$ cat src/rtl/conv_top_system.sv
// Streaming K x K convolution MAC engine: one multiply-accumulate per accepted pair, one result per pixel/channel.
// Optional macro CONV_STRIDE_EN enables the per-run stride select; without it the stride is fixed at 1.
module conv_top_system #(
   parameter int IO_DATA_WIDTH      = 16,
   parameter int ACCUMULATION_WIDTH = 16,
   parameter int FEATURE_MAP_WIDTH  = 128,
   parameter int FEATURE_MAP_HEIGHT = 128,
   parameter int INPUT_NB_CHANNELS  = 2,
   parameter int OUTPUT_NB_CHANNELS = 16,
   parameter int KERNEL_SIZE        = 3
) (
   input  logic                                  clk,
   input  logic                                  arst_n_in,
   input  logic [1:0]                            conv_stride_mode,
   input  logic [IO_DATA_WIDTH-1:0]              a_input,
   input  logic [IO_DATA_WIDTH-1:0]              b_input,
   input  logic                                  a_valid,
   output logic                                  a_ready,
   output logic [IO_DATA_WIDTH-1:0]              out,
   output logic                                  output_valid,
   output logic [$clog2(FEATURE_MAP_WIDTH)-1:0]  output_x,
   output logic [$clog2(FEATURE_MAP_HEIGHT)-1:0] output_y,
   output logic [$clog2(OUTPUT_NB_CHANNELS)-1:0] output_ch,
   input  logic                                  start,
   output logic                                  running
);
   localparam int XW   = $clog2(FEATURE_MAP_WIDTH);
   localparam int YW   = $clog2(FEATURE_MAP_HEIGHT);
   localparam int CHW  = $clog2(OUTPUT_NB_CHANNELS);
   localparam int CINW = (INPUT_NB_CHANNELS > 1) ? $clog2(INPUT_NB_CHANNELS) : 1;
   localparam int KW   = (KERNEL_SIZE > 1) ? $clog2(KERNEL_SIZE) : 1;
   localparam int PW   = 2 * IO_DATA_WIDTH;

   localparam logic [CINW-1:0] CIN_LAST = CINW'(INPUT_NB_CHANNELS - 1);
   localparam logic [KW-1:0]   K_LAST   = KW'(KERNEL_SIZE - 1);
   localparam logic [CHW-1:0]  CH_LAST  = CHW'(OUTPUT_NB_CHANNELS - 1);

   typedef enum logic [1:0] {IDLE, RUN, FLUSH} state_t;
   state_t state, state_nxt;

   logic [CINW-1:0]               cin_cnt;
   logic [KW-1:0]                 kx_cnt, ky_cnt;
   logic [CHW-1:0]                ch_cnt;
   logic [XW-1:0]                 x_cnt;
   logic [YW-1:0]                 y_cnt;
   logic [ACCUMULATION_WIDTH-1:0] acc, acc_nxt, prod;
   logic signed [PW-1:0]          a_ext, b_ext;
   logic [IO_DATA_WIDTH-1:0]      res;
   logic [XW+2:0]                 x_step;
   logic [YW+2:0]                 y_step;
   logic                          hs, first_term, term_last, x_wrap, y_wrap, run_last;

`ifdef CONV_STRIDE_EN
   logic [2:0] stride;
   always_ff @(posedge clk) begin
      if (arst_n_in)
         stride <= 3'd1;
      else if (state == IDLE && start) begin
         case (conv_stride_mode)
            2'd0:    stride <= 3'd1;
            2'd1:    stride <= 3'd2;
            default: stride <= 3'd4;
         endcase
      end
   end
`else
   localparam logic [2:0] stride = 3'd1;
   logic unused_stride_mode;
   assign unused_stride_mode = ^conv_stride_mode;
`endif

   assign hs         = a_valid && (state == RUN);
   assign a_ready    = (state == RUN);
   assign running    = (state == RUN);
   assign x_step     = (XW+3)'(x_cnt) + (XW+3)'(stride);
   assign y_step     = (YW+3)'(y_cnt) + (YW+3)'(stride);
   assign x_wrap     = x_step >= (XW+3)'(FEATURE_MAP_WIDTH);
   assign y_wrap     = y_step >= (YW+3)'(FEATURE_MAP_HEIGHT);
   assign first_term = (cin_cnt == '0) && (kx_cnt == '0) && (ky_cnt == '0);
   assign term_last  = (cin_cnt == CIN_LAST) && (kx_cnt == K_LAST) && (ky_cnt == K_LAST);
   assign run_last   = term_last && (ch_cnt == CH_LAST) && x_wrap && y_wrap;

   // Full-width signed product, then keep only the low accumulator bits (wrapping arithmetic).
   assign a_ext   = PW'($signed(a_input));
   assign b_ext   = PW'($signed(b_input));
   assign prod    = ACCUMULATION_WIDTH'(a_ext * b_ext);
   assign acc_nxt = (first_term ? '0 : acc) + prod;
   assign res     = IO_DATA_WIDTH'($signed(acc_nxt));

   always_ff @(posedge clk) begin
      if (arst_n_in)
         state <= IDLE;
      else
         state <= state_nxt;
   end

   always_comb begin
      state_nxt = state;
      case (state)
         IDLE:    if (start) state_nxt = RUN;
         RUN:     if (hs && run_last) state_nxt = FLUSH;
         FLUSH:   state_nxt = IDLE;
         default: state_nxt = IDLE;
      endcase
   end

   always_ff @(posedge clk) begin
      if (arst_n_in) begin
         cin_cnt      <= '0;
         kx_cnt       <= '0;
         ky_cnt       <= '0;
         ch_cnt       <= '0;
         x_cnt        <= '0;
         y_cnt        <= '0;
         acc          <= '0;
         out          <= '0;
         output_x     <= '0;
         output_y     <= '0;
         output_ch    <= '0;
         output_valid <= 1'b0;
      end else begin
         output_valid <= 1'b0;
         if (state == IDLE && start) begin
            cin_cnt <= '0;
            kx_cnt  <= '0;
            ky_cnt  <= '0;
            ch_cnt  <= '0;
            x_cnt   <= '0;
            y_cnt   <= '0;
            acc     <= '0;
         end else if (hs) begin
            acc <= acc_nxt;
            if (term_last) begin
               out          <= res;
               output_x     <= x_cnt;
               output_y     <= y_cnt;
               output_ch    <= ch_cnt;
               output_valid <= 1'b1;
            end
            // Innermost cin, then kx, ky, ch, x, y; each carries into the next when it wraps.
            if (cin_cnt != CIN_LAST)
               cin_cnt <= cin_cnt + CINW'(1);
            else begin
               cin_cnt <= '0;
               if (kx_cnt != K_LAST)
                  kx_cnt <= kx_cnt + KW'(1);
               else begin
                  kx_cnt <= '0;
                  if (ky_cnt != K_LAST)
                     ky_cnt <= ky_cnt + KW'(1);
                  else begin
                     ky_cnt <= '0;
                     if (ch_cnt != CH_LAST)
                        ch_cnt <= ch_cnt + CHW'(1);
                     else begin
                        ch_cnt <= '0;
                        if (!x_wrap)
                           x_cnt <= x_step[XW-1:0];
                        else begin
                           x_cnt <= '0;
                           y_cnt <= y_wrap ? '0 : y_step[YW-1:0];
                        end
                     end
                  end
               end
            end
         end
      end
   end
endmodule

$ cat config.mk
export PLATFORM = sky130hd
export DESIGN_NAME = conv_top_system
export DESIGN_NICKNAME = d
export VERILOG_FILES = /design/src/rtl/conv_top_system.sv
export SDC_FILE = /design/constraint.sdc
export NUM_CORES = 1
export LEC_CHECK = 0
export BUFFER_PORTS_ARGS = -buffer_cell sky130_fd_sc_hd__buf_4
export CORE_UTILIZATION = 61
export CTS_CLUSTER_SIZE = 12
export DETAILED_ROUTE_END_ITERATION = 16
export GPL_TIMING_DRIVEN = 0
export PLACE_DENSITY = 0.82
export SLEW_MARGIN = 0
export SYNTH_ARGS = -nofsm -noshare
export SYNTH_HDL_FRONTEND = slang
export SYNTH_SLANG_ARGS = --single-unit
$ cat constraint.sdc
create_clock -name clk -period 6.2 [get_ports clk]
set_clock_uncertainty 0.1 [all_clocks]
set_input_delay 0.31 -clock clk [delete_from_list [all_inputs] [get_ports clk]]
set_output_delay 0.31 -clock clk [all_outputs]
set_load 0.05 [all_outputs]
Word-level counts from Yosys, hierarchy flattened
Index checks and enable logic that the tools add are counted.
- logic and storage cells: 71
- bits of input ports: 38
- register bits after elaboration: 76
- reductions and logical operators: 22
- multiplexer cells: 11
- order comparisons: 2
- bitwise logic cells: 6
- multiply operators: 1
- equal/unequal tests: 9
- add/sub/neg operators: 7
- operators by type and width (operator ; count):
    16-bit adder ; 1
    7-bit by 1-bit adder with 8-bit output (second input constant) ; 2
    8-bit >= comparator (second input constant) ; 2
    16-bit by 16-bit multiplier with 16-bit output ; 1
    16-bit two-way mux ; 1
    7-bit two-way mux ; 2
    1-bit logical AND ; 10
    2-bit two-way mux ; 4
    2-bit logical NOT ; 3
    2-bit inequality test (second input constant) ; 3
    1-bit NOT ; 6
    3-bit AND reduction ; 2
    6-bit AND reduction ; 1
    5-bit AND reduction ; 1
    2-bit by 1-bit adder with 2-bit output (second input constant) ; 2
    4-bit by 1-bit adder with 4-bit output (second input constant) ; 1
    2-bit == test (second input constant) ; 2
    4-bit == test (second input constant) ; 1
    4-bit two-way mux ; 1
    4-bit inequality test (second input constant) ; 1
    2-bit case mux with 2 select lines ; 1
    2-bit AND reduction ; 2
    4-bit AND reduction ; 1
    3-bit OR reduction ; 1
    other kinds (5) ; 6

Depth between registers and ports, before layout
- depth after elaboration: 9
- mapped depth: 22

Worst setup path after synthesis
OpenSTA, ideal clock, no wires.
- path kind: reg-to-reg
- from: register kx_cnt[0]
- to: register acc[15]
- stages on the path, launching flop included: 19
- arrival time: 5.248 ns
- setup time: 0.071 ns
- path buffers: 1
- path slack: 0.781 ns
- cell sequence: dfxtp_1 or4_1 nor2_1 clkbuf_1 nor2b_1 ha_1 fa_1 inv_1 fa_1 fa_1 fa_1 xor2_1 xnor2_1 xnor2_1 xnor3_1 xnor3_1 xor2_1 nand2_1 a21oi_1
- longest elaborated chain between the ends: 5
- ends and longest elaborated chain (item ; RTL line ; RTL):
    from (decl) ; 42 ; logic [KW-1:0] kx_cnt, ky_cnt;
    from (signal assigned) ; 146 ; kx_cnt <= kx_cnt + KW'(1);
    2-bit logical NOT ; 79 ; assign first_term = (cin_cnt == '0) && (kx_cnt == '0) && (ky_cnt == '0);
    1-bit logical AND (2 in a row) ; 79 ;
    16-bit two-way mux ; 87 ; assign acc_nxt = (first_term ? '0 : acc) + prod;
    16-bit adder ; 87 ;
    to (signal assigned) ; 132 ; acc <= acc_nxt;
    to (decl) ; 46 ; logic [ACCUMULATION_WIDTH-1:0] acc, acc_nxt, prod;
Every way passes these cells.
A chain may end at the register's enable or synchronous reset.

Final worst setup path
- from: register kx_cnt[0]
- to: register out[15]
- longest elaborated chain between the ends: 5
- elaborated cells between the ends (all ways): 9
- classes of those cells: add/sub (1); eq/ne (1); mux (1); reduce/logical (6)
- ends and longest elaborated chain (item ; RTL line ; RTL):
    2-bit logical NOT ; 79 ;
    1-bit logical AND (2 in a row) ; 79 ;
    16-bit two-way mux ; 87 ;
    16-bit adder ; 87 ;
    to (signal assigned) ; 134 ; out <= res;
    to (decl) ; 19 ; output logic [IO_DATA_WIDTH-1:0] out,
Parallel ways exist; a longest one is shown, timed or not.

==> flow_summary.toml <==
[run_status]
status = "finished, final reports clean"

[power_and_ir_drop]
combPwrFrac = 0.664
p_switching_w = 0.00146
power.share.clock = 0.176
power_density_nw_per_um2 = 373
p_sw_frac = 0.445
ir_drop_mv = 0.255
p_leak_nw = 4.21
power.internal_w = 0.00182
p_seq_frac = 0.160
total_power_w = 0.00328

[grt]
first_global_vias = 6255
grt_max_degree = 13
grt.total_usage = 0.300
grt_first_pass_wirelength_um = 30400
overflow = 0
antenna_found_initial = 0

[setup_path]
critPathArrivalTime_ns = 6.07
critPathKind = "reg -> reg"
crit_path_end_kind = "register"
worstPathMaxFanout = 10
critPathLaunchType = "register"
cp_data_required_time_ns = 6.36
crit_slowest_cell = "or4_1"
cpPeakStageDelay_ns = 0.60
path_cells = "or4_1 -> nor2_4 -> buf_2 -> nor2b_1 -> ha_1 -> fa_1 -> inv_1 -> fa_1 -> fa_1 -> fa_1 -> xor2_1 -> xnor2_1 -> xnor2_1 -> xnor3_1 -> xnor3_1 -> xor2_1 -> nand2_1 -> a21oi_1"
path_common_cell = "fa_1"

[layout]
n_antenna_cell = 0
layout_commonest_cell = "inv_1"
seqCellArea_um2 = 1520
area_delta_synth_final_pct = 14.0
final_cell_mix = "inv_1 (174), nand2_1 (156), fa_1 (93)"
drive_gt1_frac = 0.100
nets = 1205
multiInputGateArea_um2 = 5390
fillCellCount = 934

[routing]
vias_per_cell = 5.22
dr.pass1.iters = 5
drt-total-wl_um = 17900
ant_nets = 0
drt_iter0_markers = 389
via_count = 6155
drt-wirelength-per-cell_um = 15.2
drc = 0

[synth]
synthesis.area_um2 = 7710
synth_top_area_share = 0.242
synth_seq_cells = 76
synth_edf_count = 0
synthDistinctLibCells = 44
syn_nets = 1125
syn_area_per_cell_um2 = 8.33
synth_seq_area_share = 0.197
synth_top_area_cell = "fa_1"
ys_warn_count = 0
synth_ff_type = "dfxtp_1"
postSynthCellCount = 925
synth.area.top_cells = "fa_1 (24%), dfxtp_1 (20%), ha_1 (11%)"
synthArstFlopShare = 0

[placement]
dp_hpwl_um = 14400
gp_congestion = 0.911
io_buffers = 70

[timing]
worst_pin_slew_ns = 0.588
clock.fmax_mhz = 169
finalHoldViolations = 0
hold-worst-slack_ns = 0.167
period_needed_ns = 5.91
finalCritPeriodShare = 0.953
totalNegativeSetupSlack_ns = 0
final_max_slew_viol_count = 0
rsz0062_at_grt = "false"
slew_headroom = 0.608
setup_viol = 0

[floorplanning]
start_util = 0.634
io_pins = 75
dieWidth_um = 114
rows = 40
die-area_um2 = 13100
die_h_um = 114
fp.coreArea_um2 = 12200

[cts]
cts_max_level = 3
cts_tree = "yes"
cts.path.max_buffers = 2
cts-root-buf = "clkbuf_16"
path_clk_slew_ns = 0.06
clk_latency_ns = 0.33
cts_inserted_buffers = 9
clkSinkCount = 76
cts-hold-fix-buffers = 0

[min_path]
hold_class = "in -> reg"

[run]
cap_violations = 0
per-stage QoR:
step	instances	area (um2)	util	setup WS, ns
after floorplan	925	7710	-	0.781
after global placement	1163	8440	0.694	-0.00799
after detailed placement	1163	8440	0.694	-0.0637
after CTS	1179	8780	0.722	0.107
after global routing	1178	8790	0.722	0.0263
final	1178	8790	0.722	0.293
routing by layer:
layer  wire (um)  GRT usage  vias up
met4         423     0.0900        0
met5           0          0        -
met2        8790      0.520      190
met1        7770      0.390     2967
met3         898     0.0408       39
li1            -          -     2959
registers in the layout, summed over array words and instances (netlist names):
register,flops
output_ch,4
kx_cnt,2
out,16
output_valid,1
y_cnt,7
ky_cnt,2
x_cnt,7
ch_cnt,4
cin_cnt,1
output_x,7
acc,16
state,2
output_y,7
power groups by stage:
| stage | Sequential [W] | Combinational, W | Clock [W] |
|---|---|---|---|
| after detailed placement | 0.000533 | 0.00213 | 0 |
| after CTS | 0.000523 | 0.00217 | 0.000578 |
| final | 0.000524 | 0.00218 | 0.000576 |
| after global placement | 0.000533 | 0.00209 | 0 |
| after floorplan | 0.000530 | 0.00163 | 0 |
| after global routing | 0.000526 | 0.00247 | 0.000598 |
timing repair:
item,in CTS,in global routing
endpoints found under the setup margin,2,6
setup buffers,0,0
resized for setup,1,3
final cells by class:
cell class | count | area share
multi-input cells | 639 | 0.613
repair buffers | 70 | 0.0598
inverters | 174 | 0.0743
clock buffers | 12 | 0.0303
well taps | 168 | 0.0239
flip-flops and latches | 76 | 0.173
clock inverters | 4 | 0.00797
plain buffers | 35 | 0.0171
cell families after synthesis:
group	Yosys count	share of synthesized area
simple gates	332	0.213
compound gates	90	0.0657
xor+xnor	55	0.0661
buf+inv	210	0.105
flops	76	0.197
fa+ha+maj	162	0.354
path summary, 6_finish.rpt:
| path | start | end | slack [ns] | cells past startpoint |
|---|---|---|---|---|
| worst max-delay path | kx_cnt[0] | out[15] | 0.29 | 18 |
| worst min-delay path | start | state[0] | 0.17 | 3 |
| worst max register to register | kx_cnt[0] | out[15] | 0.29 | 18 |
| worst min register to register | acc[4] | acc[4] | 0.35 | 2 |
worst max-delay path: cells and delay by family (launching register included):
family          cells  cell delay (ns)
compound gates      1             0.14
xor+xnor            6             1.70
fa+ha+maj           5             2.26
buf+inv             2             0.30
flops               1             0.34
simple gates        4             0.99
Yosys cell counts, drive strengths merged (2+ instances only):
cell type / number
nand2: 156
and3: 3
xnor3: 2
a21o: 4
inv: 174
o21bai: 3
a21oi: 62
dfxtp: 76
nand2b: 2
nand3: 8
fa: 93
a211oi: 3
nand4: 6
o211ai: 4
nor4: 2
xor2: 22
o21a: 3
nor2: 39
ha: 69
clkbuf: 28
xnor2: 31
nor3: 5
o21ai: 6
o31ai: 2
nor2b: 19
buf: 8
and2: 85
Note: power is estimated with default switching activity, not from simulation.
